--- src/rtl/divider_pkg.sv ---
// -----------------------------------------------------------------------------
// divider_pkg
// Shared types and helpers for the sequential restoring divider.
//   div_state_e     : controller states (IDLE, CALC, DONE)
//   cnt_width()     : iteration counter width, clog2(OPER1_LENGTH+1)
//   DivZeroQuotBit  : fill bit for the divide-by-zero quotient (all ones)
// -----------------------------------------------------------------------------
package divider_pkg;

   typedef enum logic [1:0] {
      IDLE = 2'd0,
      CALC = 2'd1,
      DONE = 2'd2
   } div_state_e;

   // Quotient reported on divide by zero is this bit replicated across the width.
   localparam bit DivZeroQuotBit = 1'b1;

   // Counter must hold the value OPER1_LENGTH itself.
   function automatic int unsigned cnt_width(input int unsigned oper1_len);
      return $clog2(oper1_len + 1);
   endfunction

endpackage

--- src/rtl/div_step.sv ---
// -----------------------------------------------------------------------------
// div_step
// One combinational restoring-division iteration.
// Ports:
//   i_prem    [OPER2_LENGTH:0]    current partial remainder (always < divisor)
//   i_msb                         next dividend bit shifted in
//   i_divisor [OPER2_LENGTH-1:0]  divisor magnitude
//   o_prem    [OPER2_LENGTH:0]    next partial remainder
//   o_qbit                        quotient bit produced by this iteration
// -----------------------------------------------------------------------------
module div_step
   import divider_pkg::*;
#(
   parameter int unsigned OPER2_LENGTH = 8
) (
   input  logic [OPER2_LENGTH:0]   i_prem,
   input  logic                    i_msb,
   input  logic [OPER2_LENGTH-1:0] i_divisor,
   output logic [OPER2_LENGTH:0]   o_prem,
   output logic                    o_qbit
);

   // One extra bit so the trial difference carries a usable sign bit:
   // shifted value < 2*divisor, so the difference lies in [-divisor, divisor).
   logic [OPER2_LENGTH+1:0] w_shift;
   logic [OPER2_LENGTH+1:0] w_trial;

   assign w_shift = {i_prem, i_msb};
   assign w_trial = w_shift - {2'b00, i_divisor};
   assign o_qbit  = ~w_trial[OPER2_LENGTH+1];
   assign o_prem  = o_qbit ? w_trial[OPER2_LENGTH:0] : w_shift[OPER2_LENGTH:0];

endmodule

--- src/rtl/seq_divider.sv ---
// -----------------------------------------------------------------------------
// seq_divider
// Iterative radix-2 restoring divider, one quotient bit per clock.
// Optional macro SIGNED_DIV_EN: two's complement operands, quotient truncates
// toward zero, remainder takes the dividend sign. Undefined: unsigned only.
// Ports:
//   clk, rst_n            clock (rising), asynchronous active-low reset
//   start                 request, sampled in IDLE only
//   OperX [OPER1_LENGTH]  dividend, captured on acceptance
//   OperY [OPER2_LENGTH]  divisor, captured on acceptance
//   Quotient, Remainder   results, held until the next done
//   busy                  high from the cycle after acceptance through done
//   done                  one-cycle completion pulse
//   div_by_zero           set with done when the captured divisor was zero
// Latency: done OPER1_LENGTH+1 cycles after acceptance, 1 cycle on divide by 0.
// -----------------------------------------------------------------------------
module seq_divider
   import divider_pkg::*;
#(
   parameter int unsigned OPER1_LENGTH = 8,
   parameter int unsigned OPER2_LENGTH = 8
) (
   input  logic                    clk,
   input  logic                    rst_n,
   input  logic                    start,
   input  logic [OPER1_LENGTH-1:0] OperX,
   input  logic [OPER2_LENGTH-1:0] OperY,
   output logic [OPER1_LENGTH-1:0] Quotient,
   output logic [OPER2_LENGTH-1:0] Remainder,
   output logic                    busy,
   output logic                    done,
   output logic                    div_by_zero
);

   localparam int unsigned CntW = cnt_width(OPER1_LENGTH);

   div_state_e              r_state;
   logic [OPER1_LENGTH-1:0] r_dq;       // dividend shifts out at the top, quotient in at the bottom
   logic [OPER2_LENGTH-1:0] r_divisor;
   logic [OPER2_LENGTH:0]   r_prem;
   logic [CntW-1:0]         r_cnt;
   logic [OPER1_LENGTH-1:0] r_quotient;
   logic [OPER2_LENGTH-1:0] r_remainder;
   logic                    r_busy;
   logic                    r_done;
   logic                    r_dbz;

   logic [OPER1_LENGTH-1:0] w_x_mag;
   logic [OPER2_LENGTH-1:0] w_y_mag;
   logic [OPER2_LENGTH:0]   w_next_prem;
   logic                    w_qbit;
   logic [OPER1_LENGTH-1:0] w_q_raw;
   logic [OPER2_LENGTH-1:0] w_r_raw;
   logic [OPER1_LENGTH-1:0] w_q_fin;
   logic [OPER2_LENGTH-1:0] w_r_fin;

   div_step #(
      .OPER2_LENGTH (OPER2_LENGTH)
   ) u_div_step (
      .i_prem    (r_prem),
      .i_msb     (r_dq[OPER1_LENGTH-1]),
      .i_divisor (r_divisor),
      .o_prem    (w_next_prem),
      .o_qbit    (w_qbit)
   );

   // Result of the final iteration, written straight into the output registers.
   assign w_q_raw = {r_dq[OPER1_LENGTH-2:0], w_qbit};
   assign w_r_raw = w_next_prem[OPER2_LENGTH-1:0];

`ifdef SIGNED_DIV_EN
   logic r_neg_q;
   logic r_neg_r;

   // Most-negative dividend maps to itself, which is its correct unsigned magnitude.
   assign w_x_mag = OperX[OPER1_LENGTH-1] ? -OperX : OperX;
   assign w_y_mag = OperY[OPER2_LENGTH-1] ? -OperY : OperY;
   assign w_q_fin = r_neg_q ? -w_q_raw : w_q_raw;
   assign w_r_fin = r_neg_r ? -w_r_raw : w_r_raw;
`else
   assign w_x_mag = OperX;
   assign w_y_mag = OperY;
   assign w_q_fin = w_q_raw;
   assign w_r_fin = w_r_raw;
`endif

   always_ff @(posedge clk or negedge rst_n) begin
      if (!rst_n) begin
         r_state     <= IDLE;
         r_dq        <= '0;
         r_divisor   <= '0;
         r_prem      <= '0;
         r_cnt       <= '0;
         r_quotient  <= '0;
         r_remainder <= '0;
         r_busy      <= 1'b0;
         r_done      <= 1'b0;
         r_dbz       <= 1'b0;
`ifdef SIGNED_DIV_EN
         r_neg_q     <= 1'b0;
         r_neg_r     <= 1'b0;
`endif
      end else begin
         unique case (r_state)
            IDLE: begin
               if (start) begin
                  r_dq      <= w_x_mag;
                  r_divisor <= w_y_mag;
                  r_prem    <= '0;
                  r_cnt     <= CntW'(OPER1_LENGTH);
                  r_busy    <= 1'b1;
`ifdef SIGNED_DIV_EN
                  r_neg_q   <= OperX[OPER1_LENGTH-1] ^ OperY[OPER2_LENGTH-1];
                  r_neg_r   <= OperX[OPER1_LENGTH-1];
`endif
                  if (OperY == '0) begin
                     // Skip the iterations; raw dividend bits are reported unsigned.
                     r_state     <= DONE;
                     r_done      <= 1'b1;
                     r_quotient  <= {OPER1_LENGTH{DivZeroQuotBit}};
                     r_remainder <= OperX[OPER2_LENGTH-1:0];
                     r_dbz       <= 1'b1;
                  end else begin
                     r_state <= CALC;
                  end
               end
            end
            CALC: begin
               r_prem <= w_next_prem;
               r_dq   <= w_q_raw;
               r_cnt  <= r_cnt - CntW'(1);
               if (r_cnt == CntW'(1)) begin
                  r_state     <= DONE;
                  r_done      <= 1'b1;
                  r_quotient  <= w_q_fin;
                  r_remainder <= w_r_fin;
                  r_dbz       <= 1'b0;
               end
            end
            DONE: begin
               r_state <= IDLE;
               r_done  <= 1'b0;
               r_busy  <= 1'b0;
            end
            default: begin
               r_state <= IDLE;
               r_done  <= 1'b0;
               r_busy  <= 1'b0;
            end
         endcase
      end
   end

   assign Quotient    = r_quotient;
   assign Remainder   = r_remainder;
   assign busy        = r_busy;
   assign done        = r_done;
   assign div_by_zero = r_dbz;

endmodule

--- config.mk ---
export PLATFORM = sky130hd
export DESIGN_NAME = seq_divider
export DESIGN_NICKNAME = d
export VERILOG_FILES = /design/src/rtl/divider_pkg.sv /design/src/rtl/div_step.sv /design/src/rtl/seq_divider.sv
export SDC_FILE = /design/constraint.sdc
export NUM_CORES = 1
export LEC_CHECK = 0
export BUFFER_PORTS_ARGS = -buffer_cell sky130_fd_sc_hd__buf_4
export CAP_MARGIN = 20
export CELL_PAD_IN_SITES_DETAIL_PLACEMENT = 0
export CELL_PAD_IN_SITES_GLOBAL_PLACEMENT = 2
export CORE_UTILIZATION = 35
export CTS_CLUSTER_DIAMETER = 80
export DETAILED_ROUTE_END_ITERATION = 10
export PLACE_DENSITY_LB_ADDON = 0.08
export SYNTH_ARGS = -nofsm -noshare
export SYNTH_HDL_FRONTEND = slang
export SYNTH_SLANG_ARGS = --single-unit
export TNS_END_PERCENT = 100
--- constraint.sdc ---
create_clock -name clk -period 2.9 [get_ports clk]
set_input_delay 0.58 -clock clk [delete_from_list [all_inputs] [get_ports clk]]
set_output_delay 0.58 -clock clk [all_outputs]
set_load 0.02 [all_outputs]
; After elaboration in Yosys (flattened, before gate mapping)
; Index checks and enable logic that the tools add are counted.
[totals]
regBits = 50
inputBits = 19
output_inout_bits = 19
wordCells = 55
[classes]
n_addsub = 2
eq_ne = 5
mux = 27
bitwise = 2
reduce_logical = 9
[ops]
columns = operator, count
row1 = $mux 8, 7
row2 = $pmux 8 s2, 3
row3 = $mux 9, 2
row4 = $pmux 9 s2, 1
row5 = $sub 10x8->10, 1
row6 = $logic_not 8->1, 1
row7 = $pmux 4 s2, 1
row8 = $reduce_and 2->1, 4
row9 = $mux 2, 3
row10 = $ne 2x2->1 const B, 3
row11 = $pmux 1 s2, 3
row12 = $mux 1, 5
row13 = $eq 4x1->1 const B, 1
row14 = $mux 4, 1
row15 = $pmux 2 s2, 1
row16 = $reduce_and 4->1, 1
row17 = $sub 4x1->4 const B, 1
row18 = $reduce_and 3->1, 1
row19 = $eq 2x1->1 const B, 1
row20 = $logic_not 2->1, 1
row21 = $not 1->1, 2
row22 = $reduce_bool 2->1, 1

; Depth between registers and ports, before layout
[logic_depth]
ltp_word = 4
ltp_mapped = 10
mapped_depth_nobuf = 10

; Cells and area by module
; Synthesis repeated with hierarchy kept, for this count alone.
[hier_totals]
cells_unflattened = 254
area_unflattened_um2 = 2696.3
[modules_own_cells]
columns = mod, instances, cells_each, area_each_um2, seq_area_each_um2
row1 = seq_divider, 1, 187, 2168.3, 1251.2
row2 = div_step, 1, 67, 528.0, 0.0

; Worst setup path before layout
; OpenSTA, ideal clock, no wires.
[synth_path]
kind = register to register
from = reg r_prem[3]
to = reg r_prem[8]
setup_ps = 126
arrival_ps = 2025
t_required_ps = 2774
setup_slack_ps = 749
stages_incl_launch_ff = 8
n_path_buf = 0
period_less_slack_ps = 2151
cell_sequence = dfrtp_1 > ha_1 > a21oi_2 > nor2_2 > nor4_4 > xor2_2 > mux2i_1 > a311o_1
[synth_between]
elab_chain_cells = 3
[synth_rtl]
columns = item, line
row1 = "start, declared", seq_divider.sv:40  ; logic [OPER2_LENGTH:0] r_prem;
row2 = "start signal, assigned", seq_divider.sv:129  ; r_prem <= w_next_prem;
row3 = $sub 10x8->10, div_step.sv:29  ; assign w_trial = w_shift - {2'b00, i_divisor};
row4 = $mux 9, div_step.sv:31  ; assign o_prem = o_qbit ? w_trial[OPER2_LENGTH:0] : w_shift[OPER2_LENGTH:0];
row5 = $pmux 9 s2, seq_divider.sv:104  ; unique case (r_state)
; Every way passes these cells.
; A chain may end at the register's enable or synchronous reset.

; Final worst setup path
[layout_path]
from = reg r_prem[5]
to = reg r_prem[8]
; The elaborated chain is that of the path after synthesis.

==> impl_metrics.env <==
export IMPL_critPathCapture="r_prem[8]"
export IMPL_die_h_um=88.21
export IMPL_first_global_vias=2067
export IMPL_synthesis_yosys_warnings=0
export IMPL_detailedRoute_firstIterationViolations=102
export IMPL_timing_final_ws_setup_ns=0.4235
export IMPL_worstSetupPathType="reg2reg"
export IMPL_yosys_register_bits=50
export IMPL_rows=31
export IMPL_worst_path_max_fanout=7
export IMPL_max_slew_worst_pin_slew_ns=0.7948
export IMPL_cts_tree="built"
export IMPL_hold_path_class="in2async"
export IMPL_number_of_buffers_between_clock_root_and_the_deepest_sink=2
export IMPL_timing_hold_violations_final=0
export IMPL_dpl_hpwl_um=4832
export IMPL_rsz0062_at_grt="no"
export IMPL_worst_r2r_start="r_prem[5]"
export IMPL_avgViaCountPerCell=5.110
export IMPL_reg2reg_depth=7
export IMPL_ratio_of_cells_with_drive_above_1_in_the_final_layout_pct=18.65
export IMPL_die_width_um=88.21
export IMPL_dominantRegCellSynth="sky130_fd_sc_hd__dfrtp_1"
export IMPL_grtUsageTotal_pct=18.62
export IMPL_final_cell_area_sq_um=3089
export IMPL_synth_enable_flop_cells=0
export IMPL_netlist_cell_type_count=45
export IMPL_netlist_area_leader_share_pct=48.10
export IMPL_tns_ns=0
export IMPL_crit_reg2reg_capture="r_prem[8]"
export IMPL_start_kind="flip-flop"
export IMPL_tritoncts_num_buffers=5
export IMPL_setup_viol=0
export IMPL_netlist_top_cells_area="sky130_fd_sc_hd__dfrtp_1, sky130_fd_sc_hd__nand2_1, sky130_fd_sc_hd__ha_1, sky130_fd_sc_hd__o21ai_0, sky130_fd_sc_hd__o22a_1"
export IMPL_ctsResizeCount=0
export IMPL_cts_num_sinks=50
export IMPL_yosysSeqAreaShare_pct=48.10
export IMPL_syn_cell_area_sq_um=2601
export IMPL_slew_viol_final=0
export IMPL_ys_async_sr_fraction_pct=100.0
export IMPL_worst_endpoint_arrival_ns=2.67
export IMPL_worst_ir_drop_vdd_v=0.0004388
export IMPL_initial_utilization_pct=36.06
export IMPL_antenna_cells=0
export IMPL_routed_vias=2095
export IMPL_critical_path_required_ns=3.10
export IMPL_io_buffers=37
export IMPL_clock_insertion_delay_worst_skew_ns=0.31
export IMPL_grt_residual_overflow=0
export IMPL_cp_end_kind="flip-flop"
export IMPL_r2r_slack_ns=0.42
export IMPL_syn_instance_count=271
export IMPL_final_cell_count_no_fill=410
export IMPL_fmax_ghz=0.4038
export IMPL_finalCritPeriodShare_pct=85.39
export IMPL_design_core_area_sq_um=7214
export IMPL_synth_top_area_cell="sky130_fd_sc_hd__dfrtp_1"
export IMPL_status="finished clean"
export IMPL_layout_core_utilization_pct=42.82
export IMPL_detail_routed_net_length_per_standard_cell_um=16.30
export IMPL_firstDrtPassIters=5
export IMPL_num_fill_cells=749
export IMPL_hold_buffer_count_at_cts=0
export IMPL_drc=0
export IMPL_fin_crit_ns=2.476
export IMPL_finClkSkew_ns=0.006409
export IMPL_finalNetCount=340
export IMPL_post_cts_setup_buffers=0
export IMPL_floorplan_io_pins=38
export IMPL_level_count_of_the_clock_h_tree=2
export IMPL_clkSlewWorstSetupHoldPaths_ns=0.09
export IMPL_grt_start_max_net_pins=51
export IMPL_post_synth_top_count_cell="sky130_fd_sc_hd__dfrtp_1"
export IMPL_syn_to_final_growth_pct=18.76
export IMPL_antenna_violations_before_repair=0
export IMPL_global_route_wire_length_before_repair_um=10850
export IMPL_die_area_sq_um=7781
export IMPL_origin_of_the_worst_setup_path="r_prem[5]"
export IMPL_routed_wl_um=6685
export IMPL_avgSynthCellArea_sq_um=9.599
export IMPL_syn_nets=301
export IMPL_total_instance_count_after_detailed_placement=402
export IMPL_ys_top_cells_by_count="sky130_fd_sc_hd__dfrtp_1, sky130_fd_sc_hd__nand2_1, sky130_fd_sc_hd__o21ai_0"
export IMPL_root_buffer_master="sky130_fd_sc_hd__clkbuf_8"
export IMPL_max_cap_violations=0
export IMPL_dpl_worst_slack_ns=0.4420
export IMPL_p_per_area_nw_per_um2=1366
export IMPL_slew_limit_headroom_pct=46.82
export IMPL_total_leakage_power_nw=1.378
export IMPL_ant_nets=0
export IMPL_gpl_final_weighted_congestion=0.7544
export IMPL_placedInstanceArea_sq_um=2989
==> critical path, cell delays in order, from the launching register on <==
cell,delay [ns]
sky130_fd_sc_hd__dfrtp_1,0.43
sky130_fd_sc_hd__ha_1,0.35
sky130_fd_sc_hd__nand3_1,0.23
sky130_fd_sc_hd__nor2_2,0.09
sky130_fd_sc_hd__nor4_4,0.35
sky130_fd_sc_hd__xor2_2,0.43
sky130_fd_sc_hd__mux2i_1,0.14
sky130_fd_sc_hd__a311o_1,0.33
==> cell usage in the layout, fill, tap and decap left out, drive strengths merged, types with 2 or more instances in the layout <==
cell	count
and2	3
or2	2
a21oi	8
nand2	43
dfrtp	50
a211oi	3
ha	10
nor4	4
inv	13
o22a	11
xor2	4
and3	4
a21o	3
xnor2	4
nor2b	7
clkbuf	6
nand3	8
nor2	23
o21a	3
mux2i	8
clkinv	2
a31oi	11
o2111ai	2
o21ai	23
buf	43
==> stage by stage <==
stage	power (mW)	hold slack, ns
floorplan	3.060	0.2844
global placement	3.813	0.4741
detailed placement	3.802	0.4787
CTS	4.276	0.3251
global route	4.621	0.3387
finish	4.220	0.2900
==> cell families (layout without fill, tap and decap cells) <==
kind of cell | after synthesis | after routing | synth area share [%]
AO/OA/AOI/OAI | 71 | 71 | 18.13
XOR/XNOR | 8 | 8 | 2.982
adder cells (fa/ha/maj) | 11 | 11 | 5.580
buffers and inverters | 24 | 64 | 4.137
flip-flops | 50 | 50 | 48.10
multiplexers | 8 | 8 | 3.079
AND/OR/NAND/NOR | 99 | 99 | 17.99
==> power by group <==
group / internal (mW) / total [mW] / leakage, nW / switching, mW
clock network: 0.197 / 0.446 / 0.0514 / 0.249
logic: 1.05 / 2.51 / 0.751 / 1.45
registers: 1.03 / 1.27 / 0.576 / 0.234
total: 2.28 / 4.22 / 1.38 / 1.94
==> layer usage <==
layer	vias to the layer above	global-route usage (%)	wire, um
met4	0	6.305	110
met1	1018	25.35	3196
met3	11	3.638	180
met2	34	29.72	3197
met5	-	0	0
li1	1032	-	-
==> state kept, by name, indices dropped and copies added, names as in the netlist <==
register	count
r_divisor	8
busy	1
Remainder	8
r_cnt	4
r_state	2
div_by_zero	1
r_dq	8
done	1
Quotient	8
r_prem	9
==> final cells by class <==
type	instances	area, sq um	share of cell area [%]
Sequential cell	50	1251	40.50
Multi-Input combinational cell	197	1242	40.22
Timing Repair Buffer	43	322.8	10.45
Tap cell	99	123.9	4.010
Clock buffer	6	82.58	2.673
Inverter	13	48.80	1.580
Clock inverter	2	17.52	0.5670
==> how the worst min path moves through the flow <==
stage / depth (start not counted) / to / slack [ns] / from
3_5_place_dp: 1 / Quotient[3] / 0.48 / Quotient[3]
6_report: 1 / r_divisor[1] / 0.29 / rst_n
4_1_cts: 1 / r_divisor[1] / 0.33 / rst_n
3_3_place_gp: 1 / Quotient[0] / 0.47 / Quotient[0]
2_1_floorplan: 0 / Quotient[0] / 0.28 / rst_n
5_1_grt: 1 / r_divisor[1] / 0.34 / rst_n
(Power assumes the default switching activity.)
